==> src/rtl/pulse_level_driver.sv <==
// -----------------------------------------------------------------------------
// pulse_level_driver
//
// Purpose
//   Output-side counterpart of an input debouncer. Single-cycle event requests
//   become clean, timed level pulses on an external pin, for key emulation or a
//   slave handshake line. Every pulse is held active for exactly ACTIVE_CYC
//   cycles and is followed by at least GAP_CYC inactive cycles, so a far-end
//   debouncer always accepts it. Requests that arrive while a pulse is in
//   progress are queued in a saturating pending counter.
//
// Ports
//   clk            in   1       clock
//   rst_n          in   1       asynchronous, active-low reset
//   i_pulse_req    in   1       one-cycle request for one pulse
//   i_abort        in   1       one-cycle: flush queue, end current pulse,
//                               clear overflow
//   o_pin_out      out  1       registered pin drive
//   o_pin_assert   out  1       one-cycle flag, cycle after pin goes active
//   o_pin_release  out  1       one-cycle flag, cycle after pin returns idle
//   o_busy         out  1       pulse/gap in progress or requests queued
//   o_pend_cnt     out  PEND_W  queued requests not yet started
//   o_overflow     out  1       sticky: a request was dropped
//   o_pulse_cnt    out  16      completed full-width pulses (PULSE_CNT_EN only)
//
// Build option
//   PULSE_CNT_EN   when defined, adds o_pulse_cnt: a wrapping 16-bit count of
//                  pulses that ran their full active width. Pulses cut short
//                  by abort are not counted, and abort does not clear it.
//
// FSM states
//   state     | meaning
//   ----------+-----------------------------------------------------------
//   ST_IDLE   | pin idle, nothing in progress; starts a pulse if queued
//   ST_ACTIVE | pin active, timer counts the active width
//   ST_GAP    | pin idle, timer enforces the minimum inactive width
// -----------------------------------------------------------------------------
module pulse_level_driver #(
  parameter int unsigned N          = 32,
  parameter int unsigned ACTIVE_CYC = 500,
  parameter int unsigned GAP_CYC    = 500,
  parameter logic        IDLE_LEVEL = 1'b1,
  parameter int unsigned PEND_W     = 4
) (
  input  logic              clk,
  input  logic              rst_n,
  input  logic              i_pulse_req,
  input  logic              i_abort,
  output logic              o_pin_out,
  output logic              o_pin_assert,
  output logic              o_pin_release,
  output logic              o_busy,
  output logic [PEND_W-1:0] o_pend_cnt,
  output logic              o_overflow
`ifdef PULSE_CNT_EN
  ,
  output logic [15:0]       o_pulse_cnt
`endif
);

  typedef enum logic [1:0] {
    ST_IDLE   = 2'd0,
    ST_ACTIVE = 2'd1,
    ST_GAP    = 2'd2
  } state_t;

  localparam logic [N-1:0]      ACT_LAST   = N'(ACTIVE_CYC - 1);
  localparam logic [N-1:0]      GAP_LAST   = N'(GAP_CYC - 1);
  localparam logic [N-1:0]      TIMER_ONE  = N'(1);
  localparam logic [PEND_W-1:0] PEND_MAX   = '1;
  localparam logic [PEND_W-1:0] PEND_ONE   = PEND_W'(1);
  localparam logic              PIN_ACTIVE = ~IDLE_LEVEL;

  // Registered state
  state_t            r_state;
  logic [N-1:0]      r_timer;
  logic [PEND_W-1:0] r_pend;
  logic              r_overflow;
  logic              r_pin;
  logic              r_pin_d0;
  logic              r_pin_assert;
  logic              r_pin_release;

  // Combinational next values
  state_t            w_state_nxt;
  logic [N-1:0]      w_timer_nxt;
  logic              w_pin_nxt;
  logic              w_dequeue;
  logic              w_pend_nz;
  logic [PEND_W-1:0] w_pend_nxt;
  logic              w_overflow_nxt;

  assign w_pend_nz = (r_pend != '0);

  // ---------------------------------------------------------------------------
  // State register
  // ---------------------------------------------------------------------------
  always_ff @(posedge clk or negedge rst_n) begin
    if (!rst_n) begin
      r_state <= ST_IDLE;
      r_timer <= '0;
      r_pin   <= IDLE_LEVEL;
    end else begin
      r_state <= w_state_nxt;
      r_timer <= w_timer_nxt;
      r_pin   <= w_pin_nxt;
    end
  end

  // ---------------------------------------------------------------------------
  // Next-state, timer and pin drive
  // ---------------------------------------------------------------------------
  // An abort suppresses the dequeue in IDLE and at the end of GAP, because the
  // same edge flushes the queue. During GAP an abort leaves the timer running
  // so the minimum inactive width is still honoured.
  always_comb begin
    w_state_nxt = r_state;
    w_timer_nxt = r_timer;
    w_pin_nxt   = r_pin;
    w_dequeue   = 1'b0;

    case (r_state)
      ST_IDLE: begin
        w_pin_nxt   = IDLE_LEVEL;
        w_timer_nxt = '0;
        if (w_pend_nz && !i_abort) begin
          w_state_nxt = ST_ACTIVE;
          w_pin_nxt   = PIN_ACTIVE;
          w_dequeue   = 1'b1;
        end
      end

      ST_ACTIVE: begin
        if (i_abort || (r_timer == ACT_LAST)) begin
          w_state_nxt = ST_GAP;
          w_timer_nxt = '0;
          w_pin_nxt   = IDLE_LEVEL;
        end else begin
          w_timer_nxt = r_timer + TIMER_ONE;
          w_pin_nxt   = PIN_ACTIVE;
        end
      end

      ST_GAP: begin
        w_pin_nxt = IDLE_LEVEL;
        if (r_timer == GAP_LAST) begin
          w_timer_nxt = '0;
          // Chain straight into the next pulse: no extra idle cycle.
          if (w_pend_nz && !i_abort) begin
            w_state_nxt = ST_ACTIVE;
            w_pin_nxt   = PIN_ACTIVE;
            w_dequeue   = 1'b1;
          end else begin
            w_state_nxt = ST_IDLE;
          end
        end else begin
          w_timer_nxt = r_timer + TIMER_ONE;
        end
      end

      default: begin
        w_state_nxt = ST_IDLE;
        w_timer_nxt = '0;
        w_pin_nxt   = IDLE_LEVEL;
      end
    endcase
  end

  // ---------------------------------------------------------------------------
  // Pending queue and overflow
  // ---------------------------------------------------------------------------
  // A request and a dequeue in the same cycle cancel out, so a request is only
  // dropped when the counter is full and nothing leaves the queue that cycle.
  always_comb begin
    w_pend_nxt     = r_pend;
    w_overflow_nxt = r_overflow;

    if (i_abort) begin
      w_pend_nxt     = '0;
      w_overflow_nxt = 1'b0;
    end else if (i_pulse_req && !w_dequeue) begin
      if (r_pend == PEND_MAX) begin
        w_overflow_nxt = 1'b1;
      end else begin
        w_pend_nxt = r_pend + PEND_ONE;
      end
    end else if (!i_pulse_req && w_dequeue) begin
      w_pend_nxt = r_pend - PEND_ONE;
    end
  end

  always_ff @(posedge clk or negedge rst_n) begin
    if (!rst_n) begin
      r_pend     <= '0;
      r_overflow <= 1'b0;
    end else begin
      r_pend     <= w_pend_nxt;
      r_overflow <= w_overflow_nxt;
    end
  end

  // ---------------------------------------------------------------------------
  // Pin edge flags, derived from the registered pin one cycle late
  // ---------------------------------------------------------------------------
  always_ff @(posedge clk or negedge rst_n) begin
    if (!rst_n) begin
      r_pin_d0      <= IDLE_LEVEL;
      r_pin_assert  <= 1'b0;
      r_pin_release <= 1'b0;
    end else begin
      r_pin_d0      <= r_pin;
      r_pin_assert  <= (r_pin_d0 == IDLE_LEVEL) && (r_pin != IDLE_LEVEL);
      r_pin_release <= (r_pin_d0 != IDLE_LEVEL) && (r_pin == IDLE_LEVEL);
    end
  end

`ifdef PULSE_CNT_EN
  // ---------------------------------------------------------------------------
  // Completed-pulse counter: only a timer expiry in ACTIVE counts
  // ---------------------------------------------------------------------------
  logic        w_pulse_done;
  logic [15:0] r_pulse_cnt;

  assign w_pulse_done = (r_state == ST_ACTIVE) && !i_abort && (r_timer == ACT_LAST);

  always_ff @(posedge clk or negedge rst_n) begin
    if (!rst_n) begin
      r_pulse_cnt <= '0;
    end else if (w_pulse_done) begin
      r_pulse_cnt <= r_pulse_cnt + 16'd1;
    end
  end

  assign o_pulse_cnt = r_pulse_cnt;
`endif

  // ---------------------------------------------------------------------------
  // Outputs
  // ---------------------------------------------------------------------------
  assign o_pin_out     = r_pin;
  assign o_pin_assert  = r_pin_assert;
  assign o_pin_release = r_pin_release;
  assign o_pend_cnt    = r_pend;
  assign o_overflow    = r_overflow;
  assign o_busy        = (r_state != ST_IDLE) || w_pend_nz;

endmodule
==> config.mk <==
export PLATFORM = sky130hd
export DESIGN_NAME = pulse_level_driver
export DESIGN_NICKNAME = d
export VERILOG_FILES = /design/src/rtl/pulse_level_driver.sv
export SDC_FILE = /design/constraint.sdc
export NUM_CORES = 1
export LEC_CHECK = 0
export CAP_MARGIN = 0
export CELL_PAD_IN_SITES_DETAIL_PLACEMENT = 1
export CELL_PAD_IN_SITES_GLOBAL_PLACEMENT = 2
export CORE_MARGIN = 2
export CORE_UTILIZATION = 38
export DETAILED_ROUTE_END_ITERATION = 16
export PLACE_DENSITY = 0.81
export SYNTH_ARGS = -nofsm -noshare
export SYNTH_HDL_FRONTEND = slang
export SYNTH_SLANG_ARGS = --single-unit
==> constraint.sdc <==
create_clock -name clk -period 3.2 [get_ports clk]
set_clock_uncertainty 0.05 [all_clocks]
set_input_delay 0.48 -clock clk [delete_from_list [all_inputs] [get_ports clk]]
set_output_delay 0.48 -clock clk [all_outputs]
set_load 0.02 [all_outputs]
==> results.py <==
metrics = {
    "grt": {
        "grt_usage": 0.167,
        "gr-total-overflow": 0,
        "busiest_layer": "met2",
        "grt_first_pass_wirelength_mm": 8.54,
        "antenna_found_initial": 0,
        "grt_max_degree": 44,
        "met1_usage": 0.212,
        "use_met3": 0.0337,
        "use_met2": 0.280,
        "grt_pass1_vias": 1812,
    },
    "sta": {
        "rsz0062_at_grt": "false",
        "setup_viol": 0,
        "max_freq_mhz": 341,
        "post-route-min-period_ns": 2.93,
        "setup_tns_ns": 0,
        "hold_violations": 0,
        "drv_slew": 0,
        "tightest_slew_ns": 0.996,
        "max_slew_margin": 0.336,
        "fin_crit_sh": 0.915,
    },
    "synth": {
        "synth_top_area_share": 0.439,
        "synth_area_leader_cell": "dfrtp_1",
        "syn-cell-area_um2": 2340,
        "synthTopCellsByArea": "dfrtp_1, nor2_1, xnor2_1",
        "synth-edff-count": 0,
        "synth_ff_type": "dfrtp_1",
        "yosysSeqAreaShare": 0.461,
        "yosysWarnings": 0,
        "syn_avg_cell_area_um2": 9.74,
        "synth_nets": 252,
        "synth-seq-cells": 43,
        "synth-async-reset-ratio": 1.00,
        "synth_cell_type_count": 43,
        "netlist_instances": 240,
    },
    "setup_path": {
        "worst_ep_required_time_ns": 3.33,
        "path_buf_inv": 0,
        "slowest_delay_ns": 0.44,
        "slowest_stage": "dfrtp_1",
        "critical_path_class": "reg2reg",
        "r2r_cells": 11,
        "path_cells": "nor4_1, nand4_1, nor4b_4, nor2_2, nand2_1, ha_1, a21o_1, a21oi_1, nor2_1, mux2i_1, mux2_1",
        "r2r-start": "r_timer[9]",
        "endpoint_kind": "register",
        "cp-start-kind": "register",
        "arrival_ns": 3.06,
        "regToRegEndpoint": "o_pend_cnt[3]",
        "ff2ff_setup_slack_ns": 0.27,
        "path_max_fanout": 5,
        "cp_top_family": "simple AND/OR/NAND/NOR gates",
    },
    "route": {
        "wl_mm": 5.03,
        "detail_route.drc_violations": 0,
        "firstDrtPassIters": 4,
        "wl_per_cell_um": 15.0,
        "drtIter0Drc": 49,
        "drt.antenna.violating_nets": 0,
        "routed-via-count": 1717,
        "via_per_inst": 5.13,
    },
    "cts": {
        "h-tree-depth": 2,
        "cts_sinks": 43,
        "clkLatencyLatePin_ns": 0.29,
        "clockBufferDepth": 2,
        "numCtsBuffers": 5,
        "clockRootBuffer": "clkbuf_8",
        "clk_pin_slew_ns": 0.08,
        "cts_resized": 0,
        "cts_tree": "yes",
    },
    "final_layout": {
        "final_common_cell": "nor2_1",
        "nNetsFinal": 271,
        "area_growth_pct": 13.0,
        "final_cell_mix": "nor2_1, dfrtp_1, xnor2_1",
        "fillerInstances": 685,
        "antenna-diode-count": 0,
        "layout-drive-gt1-share": 0.0962,
    },
    "power": {
        "ir_drop_mv": 0.432,
        "leakagePower_nw": 1.09,
        "total_power_mw": 1.58,
        "powerDensity_nw_per_um2": 598,
    },
    "floorplan": {
        "start_util": 0.395,
        "rows": 28,
        "die_x_um": 82.4,
        "fp.coreArea_um2": 5920,
        "io_pins": 13,
        "die_area_um2": 6790,
        "fp.dieH_um": 82.4,
    },
    "job": {
        "maxCapViolCount": 0,
    },
    "place": {
        "port-buffer-count": 12,
        "dp_hpwl_mm": 3.57,
        "globalplace.congestion": 0.768,
    },
    "outcome": {
        "outcome": "complete, no violations",
    },
    "min_path": {
        "hold_class": "in2async",
    },
}
==> stage by stage <==
| step | std cells | setup slack (ns) | utilization | hold WS, ns | area, um^2 |
|---|---|---|---|---|---|
| 2_1_floorplan | 240 | 0.460 | - | 0.134 | 2340 |
| 3_3_place_gp | 326 | 0.198 | 0.431 | 0.325 | 2550 |
| 3_5_place_dp | 326 | 0.112 | 0.431 | 0.325 | 2550 |
| 4_1_cts | 334 | 0.214 | 0.445 | 0.335 | 2630 |
| 5_1_grt | 335 | 0.0188 | 0.446 | 0.344 | 2640 |
| 6_report | 335 | 0.270 | 0.446 | 0.299 | 2640 |
==> metal layers <==
| layer | vias to the layer above | part of all wire |
|---|---|---|
| met5 | - | 0 |
| met4 | 0 | 0.013 |
| met3 | 5 | 0.019 |
| met2 | 12 | 0.49 |
| met1 | 853 | 0.47 |
| li1 | 847 | - |
==> power breakdown <==
group | switching [mW] | leakage (nW) | internal [mW]
Combinational | 0.325 | 0.463 | 0.247
Clock | 0.182 | 0.0422 | 0.153
Sequential | 0.0575 | 0.586 | 0.613
==> what timing repair did <==
item | in CTS | in global routing
hold buffers | 0 | 0
setup buffers | 0 | 1
setup endpoints to repair | 0 | 1
==> cells in the mapped netlist (2+ instances only) <==
master,number
a21oi_1,6
nor2_1,43
xnor2_1,18
nor3_1,7
buf_2,4
and4_1,5
xor2_1,12
nand4_1,4
nor2b_1,4
and3_1,5
dfrtp_1,41
inv_1,13
ha_1,7
nand3_1,15
dfstp_2,2
o21ai_0,3
nand2_1,15
nor4_4,2
mux2_1,2
nor4_1,8
nor2_2,2
==> logic make-up (layout without fill, tap and decap cells) <==
family / count (synthesis) / count (layout) / synth area share
xor gates and xnor gates: 30 / 30 / 0.112
DFF: 43 / 43 / 0.461
and+or+nand+nor: 119 / 119 / 0.282
AOI/OAI and AO/OA: 18 / 18 / 0.0503
adders and majority gates: 8 / 8 / 0.0460
buffers and inverters: 19 / 39 / 0.0343
muxes: 3 / 3 / 0.0139
==> state kept, by name, indices dropped and copies added, names as in the netlist <==
signal,cells
o_overflow,1
o_pend_cnt,4
o_pin_assert,1
o_pin_out,1
o_pin_release,1
r_pin_d0,1
r_state,2
r_timer,32
==> how the worst max path moves through the flow <==
| stage | from | end | slack, ns | cells past startpoint |
|---|---|---|---|---|
| after floorplan | r_timer[0] | o_pend_cnt[3] | 0.46 | 12 |
| after global placement | i_abort | o_pend_cnt[3] | 0.20 | 11 |
| after detailed placement | i_abort | o_pend_cnt[3] | 0.11 | 11 |
| after CTS | r_timer[9] | o_pend_cnt[3] | 0.21 | 11 |
| after global routing | r_timer[11] | o_pend_cnt[3] | 0.02 | 11 |
| final | r_timer[9] | o_pend_cnt[3] | 0.27 | 11 |
==> area by class of cell <==
cell class	instances	area, um^2	share of cell area
multi-input cells	178	1180	0.446
inverters	13	48.8	0.0185
repair buffers	18	160	0.0606
clock inverters	1	5.00	0.00189
clock buffers	7	76.3	0.0289
well taps	75	93.8	0.0355
flip-flops and latches	43	1080	0.408
(Power assumes the default switching activity.)
